### src/rtl/ascii_pkg.sv
// ascii_pkg: shared constants, types and byte classifiers for the ASCII
// character gate (letter ranges, DEL, case bit, word FSM states, FIFO entry).
package ascii_pkg;

    localparam logic [7:0] UPPER_LO  = 8'h41;
    localparam logic [7:0] UPPER_HI  = 8'h5A;
    localparam logic [7:0] LOWER_LO  = 8'h61;
    localparam logic [7:0] LOWER_HI  = 8'h7A;
    localparam logic [7:0] CTRL_HI   = 8'h1F;
    localparam logic [7:0] ASCII_DEL = 8'h7F;

    // Bit that differs between the upper- and lower-case form of a letter.
    localparam int CASE_BIT = 5;

    typedef enum logic {
        ST_GAP  = 1'b0,
        ST_WORD = 1'b1
    } word_state_e;

    typedef struct packed {
        logic [7:0] data;
        logic       is_letter;
        logic       word_start;
    } fifo_entry_t;

    localparam int ENTRY_W = $bits(fifo_entry_t);

    function automatic logic byte_is_letter(input logic [7:0] b);
        return ((b >= UPPER_LO) && (b <= UPPER_HI)) ||
               ((b >= LOWER_LO) && (b <= LOWER_HI));
    endfunction

    function automatic logic byte_is_ctrl(input logic [7:0] b);
        return (b <= CTRL_HI) || (b == ASCII_DEL);
    endfunction

endpackage

### src/rtl/ascii_fifo.sv
// ascii_fifo: synchronous FIFO, DEPTH entries of WIDTH bits, extra pointer
// bit distinguishes full from empty.
// Ports: clk, rst (sync, active-high), push_i/wdata_i write side,
//        pop_i/rdata_o read side, full_o, empty_o status.
//        rdata_o reads as zero while the FIFO is empty.
module ascii_fifo #(
    parameter int DEPTH = 2,
    parameter int WIDTH = 10
) (
    input  logic             clk,
    input  logic             rst,
    input  logic             push_i,
    input  logic [WIDTH-1:0] wdata_i,
    input  logic             pop_i,
    output logic [WIDTH-1:0] rdata_o,
    output logic             full_o,
    output logic             empty_o
);

    localparam int AW = $clog2(DEPTH);
    localparam logic [AW:0] PTR_ONE = {{AW{1'b0}}, 1'b1};

    logic [AW:0]      wr_ptr_q, wr_ptr_d;
    logic [AW:0]      rd_ptr_q, rd_ptr_d;
    logic [WIDTH-1:0] mem_q [DEPTH];
    logic             do_push;
    logic             do_pop;

    assign empty_o = (wr_ptr_q == rd_ptr_q);
    // Same slot, different lap: writer is one full pass ahead.
    assign full_o  = (wr_ptr_q[AW] != rd_ptr_q[AW]) &&
                     (wr_ptr_q[AW-1:0] == rd_ptr_q[AW-1:0]);

    assign do_push = push_i && !full_o;
    assign do_pop  = pop_i && !empty_o;

    assign rdata_o = empty_o ? '0 : mem_q[rd_ptr_q[AW-1:0]];

    always_comb begin
        wr_ptr_d = wr_ptr_q;
        rd_ptr_d = rd_ptr_q;
        if (do_push) begin
            wr_ptr_d = wr_ptr_q + PTR_ONE;
        end
        if (do_pop) begin
            rd_ptr_d = rd_ptr_q + PTR_ONE;
        end
    end

    always_ff @(posedge clk) begin
        if (rst) begin
            wr_ptr_q <= '0;
            rd_ptr_q <= '0;
        end else begin
            wr_ptr_q <= wr_ptr_d;
            rd_ptr_q <= rd_ptr_d;
        end
    end

    // Storage needs no reset: the read port is masked while empty.
    always_ff @(posedge clk) begin
        if (do_push) begin
            mem_q[wr_ptr_q[AW-1:0]] <= wdata_i;
        end
    end

endmodule

### src/rtl/ascii_char_gate.sv
// ascii_char_gate: classifies incoming ASCII bytes (letter / word start),
// counts letters and buffers them in a small FIFO for a case-converter.
// Ports: clk, rst (sync, active-high); in_valid/in_ready/in_data upstream;
//        out_valid/out_ready/out_data/out_is_letter/out_word_start
//        downstream; letter_cnt saturating letter count.
// Option: define ASCII_GATE_DROP_CTRL_EN to swallow control bytes
//        (0x00-0x1F, 0x7F) instead of forwarding them.
module ascii_char_gate
    import ascii_pkg::*;
#(
    parameter int DEPTH = 2,
    parameter int CNT_W = 16
) (
    input  logic             clk,
    input  logic             rst,
    input  logic             in_valid,
    output logic             in_ready,
    input  logic [7:0]       in_data,
    output logic             out_valid,
    input  logic             out_ready,
    output logic [7:0]       out_data,
    output logic             out_is_letter,
    output logic             out_word_start,
    output logic [CNT_W-1:0] letter_cnt
);

    localparam logic [CNT_W-1:0] CNT_ONE = {{(CNT_W-1){1'b0}}, 1'b1};

    word_state_e      state_q, state_d;
    logic [CNT_W-1:0] cnt_q, cnt_d;
    fifo_entry_t      wentry;
    fifo_entry_t      head;
    logic [ENTRY_W-1:0] head_raw;
    logic             push;
    logic             pop;
    logic             full;
    logic             empty;
    logic             accept;
    logic             in_letter;

    // in_ready depends only on registered state and rst, never on out_ready.
    assign in_ready  = !full && !rst;
    assign accept    = in_valid && in_ready;
    assign in_letter = byte_is_letter(in_data);

    assign out_valid = !empty;
    assign pop       = out_valid && out_ready;

    always_comb begin
        state_d = state_q;
        cnt_d   = cnt_q;
        push    = 1'b0;
        wentry  = '0;
        if (accept) begin
            wentry.data      = in_data;
            wentry.is_letter = in_letter;
            push             = 1'b1;
`ifdef ASCII_GATE_DROP_CTRL_EN
            // Dropped bytes still break a word.
            if (byte_is_ctrl(in_data)) begin
                push = 1'b0;
            end
`endif
            case (state_q)
                ST_GAP: begin
                    if (in_letter) begin
                        state_d           = ST_WORD;
                        wentry.word_start = 1'b1;
                    end
                end
                ST_WORD: begin
                    if (!in_letter) begin
                        state_d = ST_GAP;
                    end
                end
                default: begin
                    state_d = ST_GAP;
                end
            endcase
            if (in_letter && (cnt_q != '1)) begin
                cnt_d = cnt_q + CNT_ONE;
            end
        end
    end

    always_ff @(posedge clk) begin
        if (rst) begin
            state_q <= ST_GAP;
            cnt_q   <= '0;
        end else begin
            state_q <= state_d;
            cnt_q   <= cnt_d;
        end
    end

    ascii_fifo #(
        .DEPTH (DEPTH),
        .WIDTH (ENTRY_W)
    ) u_fifo (
        .clk     (clk),
        .rst     (rst),
        .push_i  (push),
        .wdata_i (wentry),
        .pop_i   (pop),
        .rdata_o (head_raw),
        .full_o  (full),
        .empty_o (empty)
    );

    assign head           = fifo_entry_t'(head_raw);
    assign out_data       = head.data;
    assign out_is_letter  = head.is_letter;
    assign out_word_start = head.word_start;
    assign letter_cnt     = cnt_q;

endmodule
### config.mk
export PLATFORM = sky130hd
export DESIGN_NAME = ascii_char_gate
export DESIGN_NICKNAME = d
export VERILOG_FILES = /design/src/rtl/ascii_pkg.sv /design/src/rtl/ascii_fifo.sv /design/src/rtl/ascii_char_gate.sv
export SDC_FILE = /design/constraint.sdc
export NUM_CORES = 1
export LEC_CHECK = 0
export CORE_ASPECT_RATIO = 0.7
export CORE_UTILIZATION = 50
export DETAILED_ROUTE_END_ITERATION = 8
export GPL_TIMING_DRIVEN = 0
export PLACE_DENSITY = 0.78
export SLEW_MARGIN = 20
export SYNTH_ARGS = -nofsm -noshare
export SYNTH_HDL_FRONTEND = slang
export SYNTH_SLANG_ARGS = --single-unit
export TNS_END_PERCENT = 5
### constraint.sdc
create_clock -name clk -period 2.3 [get_ports clk]
set_input_delay 0.23 -clock clk [delete_from_list [all_inputs] [get_ports clk]]
set_output_delay 0.23 -clock clk [all_outputs]
set_load 0.01 [all_outputs]
==> impl_metrics.tcl <==
set metrics [dict create \
    cts_tree "built" \
    setup_tns_ns 0 \
    drt_first_pass_iters 4 \
    wl_per_cell_um 15.21 \
    fmax_mhz 448.9 \
    critPathKind "flip-flop to output port" \
    min-delay-path-class "flip-flop to flip-flop" \
    finalSetupViolations 0 \
    htree_num_levels 2 \
    die_y_um 54.26 \
    finalCritPeriodShare_pct 96.85 \
    period_minus_slack_ns 2.228 \
    wl_mm 4.289 \
    fin_total_pwr_w 0.001607 \
    synth_flop_cell "dfxtp_1" \
    wl_met3_um 208 \
    status "finished, final reports clean" \
    end_kind "output port" \
    synth_top_cell_by_area "edfxtp_1" \
    grt_usage_pct 21.41 \
    highest_layer "met4" \
    critical-path-slowest-cell "clkdlybuf4s50_1" \
    cts_setup_buffers 0 \
    crit_buf_inv 2 \
    slew_violations 0 \
    synth_most_common_cell "nor2_1" \
    irDropWorstVdd_v 0.0005185 \
    cp_common_cell "nor2_1" \
    power_density_nw_per_um2 643.2 \
    timing.hold.ws_ns 0.4611 \
    crit_path_start_kind "flip-flop" \
    synth_edf_count 20 \
    post-place-cells 276 \
    required_ns 2.07 \
    drt_iter0_drc 65 \
    std_cell_rows 18 \
    synth_nets 201 \
    hold_viol 0 \
    tightest_slew_ns 0.9238 \
    nets 244 \
    drv_cap 0 \
    critPathMaxFanout 10 \
    arrival_ns 2.00 \
    cpPeakStageDelay_ns 0.55 \
    drtAntennaViolNets 0 \
    via_per_inst 5.571 \
    synth.avg_cell_area_um2 10.38 \
    ioPinCount 40 \
    diodes 0 \
    postSynthCellCount 188 \
    wl_met1_mm 1.994 \
    core_area_um2 3626 \
    grt_pass1_vias 1455 \
    netlist_area_um2 1951 \
    synthTopCellsByCount "28 x nor2_1, 22 x dfxtp_1, 20 x edfxtp_1, 10 x mux2i_1, 10 x nand2_1" \
    die_x_um 76.66 \
    cts.clk_slew.worst_paths_ns 0.07 \
    syn_to_final_growth_pct 28.10 \
    worstSkewPairLatency_ns 0.29 \
    gp_congestion 0.7887 \
    cts_buffers 5 \
    clock_sinks 42 \
    num-fill-cells 284 \
    clock_path_buffers 2 \
    synth_cell_types 38 \
    async_flop_share_pct 0 \
    grt_max_degree 13 \
    yosysSeqAreaShare_pct 53.37 \
    yosysWarningCount 0 \
    stdcell_count 282 \
    drcViolationCount 0 \
    power_leakage_nw 0.8580 \
    antenna_found_initial 0 \
    yosysTopAreaCellShare_pct 30.79 \
    finalClockSkew_ns 0.005401 \
    synth.area.top_cells "edfxtp_1 31%, dfxtp_1 23%, nor2_1 5.4%" \
    cts_hold_buf 0 \
    port_buffers 38 \
    grt_remaining_overflow 0 \
    slew_headroom_pct 38.18 \
    clock-root-buffer "clkbuf_8" \
    path_delay_family "buffers and inverters" \
    synth-seq-cells 42 \
    cp_cell_sequence "xor2_1 > nor2_1 > clkbuf_2 > nor2_1 > clkdlybuf4s50_1" \
    drive_gt1_share_pct 8.621 \
    grt_pass1_wl_mm 6.651 \
    die-area_um2 4159 \
    route.vias.total 1571 \
    dp_hpwl_mm 3.099 \
    wl_met2_mm 2.038 \
    initial_utilization_pct 53.80 \
]
-- report_power, final --
| group | internal [W] | switching [W] |
|---|---|---|
| clock network | 0.000209 | 0.000233 |
| logic | 0.000162 | 0.000153 |
| registers | 0.000813 | 0.0000382 |
| total | 0.00118 | 0.000424 |
-- cells by family after synthesis --
family          synth area share, %
flops                         53.37
fa+ha+maj                    0.6413
simple gates                  21.10
compound gates                8.339
xor+xnor                      5.774
buf+inv                       3.335
mux                           7.441
-- layout by cell type, fill, tap and decap left out, types with 4 or more instances in the layout --
| cell | count |
|---|---|
| clkdlybuf4s50_1 | 38 |
| nor2_1 | 28 |
| dfxtp_1 | 20 |
| edfxtp_1 | 20 |
| mux2i_1 | 10 |
| nand2_1 | 10 |
| a21oi_1 | 9 |
| and2_1 | 8 |
| xnor2_1 | 7 |
| nand3_1 | 7 |
| inv_1 | 6 |
| or4_1 | 5 |
| clkbuf_8 | 5 |
| clkbuf_1 | 4 |
| o31ai_1 | 4 |
| nor2b_1 | 4 |
| nor4_1 | 4 |
-- sequential cells by signal, indices dropped and copies added (netlist names), named ones only --
name             count
u_fifo.mem_q        20
state_q              1
u_fifo.wr_ptr_q      2
u_fifo.rd_ptr_q      2
letter_cnt          16
-- layer usage --
| metal | vias up | track usage (%) |
|---|---|---|
| met3 | 8 | 4.833 |
| met2 | 46 | 36.04 |
| li1 | 766 | - |
| met4 | 0 | 8.974 |
| met5 | - | 0 |
| met1 | 751 | 27.49 |
-- path summary, 6_finish.rpt --
| path | startpoint | to | slack (ns) | cells past startpoint |
|---|---|---|---|---|
| setup / recovery | u_fifo.rd_ptr_q[1] | out_word_start | 0.07 | 5 |
| hold / removal | state_q | state_q | 0.46 | 2 |
| setup reg to reg | u_fifo.wr_ptr_q[0] | letter_cnt[8] | 0.16 | 6 |
| hold reg to reg | state_q | state_q | 0.46 | 2 |
-- worst register-to-register path, cell delays in order (launching register included) --
cell	delay, ns
dfxtp_2	0.40
xor2_2	0.23
o2111ai_2	0.24
or2_1	0.34
buf_6	0.15
nor4_1	0.31
mux2_1	0.35
-- metrics by stage --
step                setup slack (ns)  area, um^2  util [%]
detailed placement           -0.3358        2394     66.01
floorplan                     0.3190        1951         -
global route                -0.01109        2499     68.91
finish                       0.07243        2499     68.91
CTS                         0.002383        2482     68.46
global placement             -0.2647        2394     66.01
-- what timing repair did --
item | CTS | global route
pin swaps | 0 | 1
endpoints found under the setup margin | 3 | 19
endpoints found under the hold margin | 0 | 0
resized for setup | 2 | 7
-- final cells by class --
class | count | area [um^2] | area share [%]
Inverter | 6 | 22.52 | 0.9014
Clock buffer | 6 | 72.57 | 2.904
Timing Repair Buffer | 38 | 380.4 | 15.22
Buffer | 7 | 37.54 | 1.502
Sequential cell | 42 | 1044 | 41.76
Clock inverter | 2 | 8.758 | 0.3505
Multi-Input combinational cell | 131 | 870.8 | 34.85
Tap cell | 50 | 62.56 | 2.504
Power figures use the tool's default switching activity.
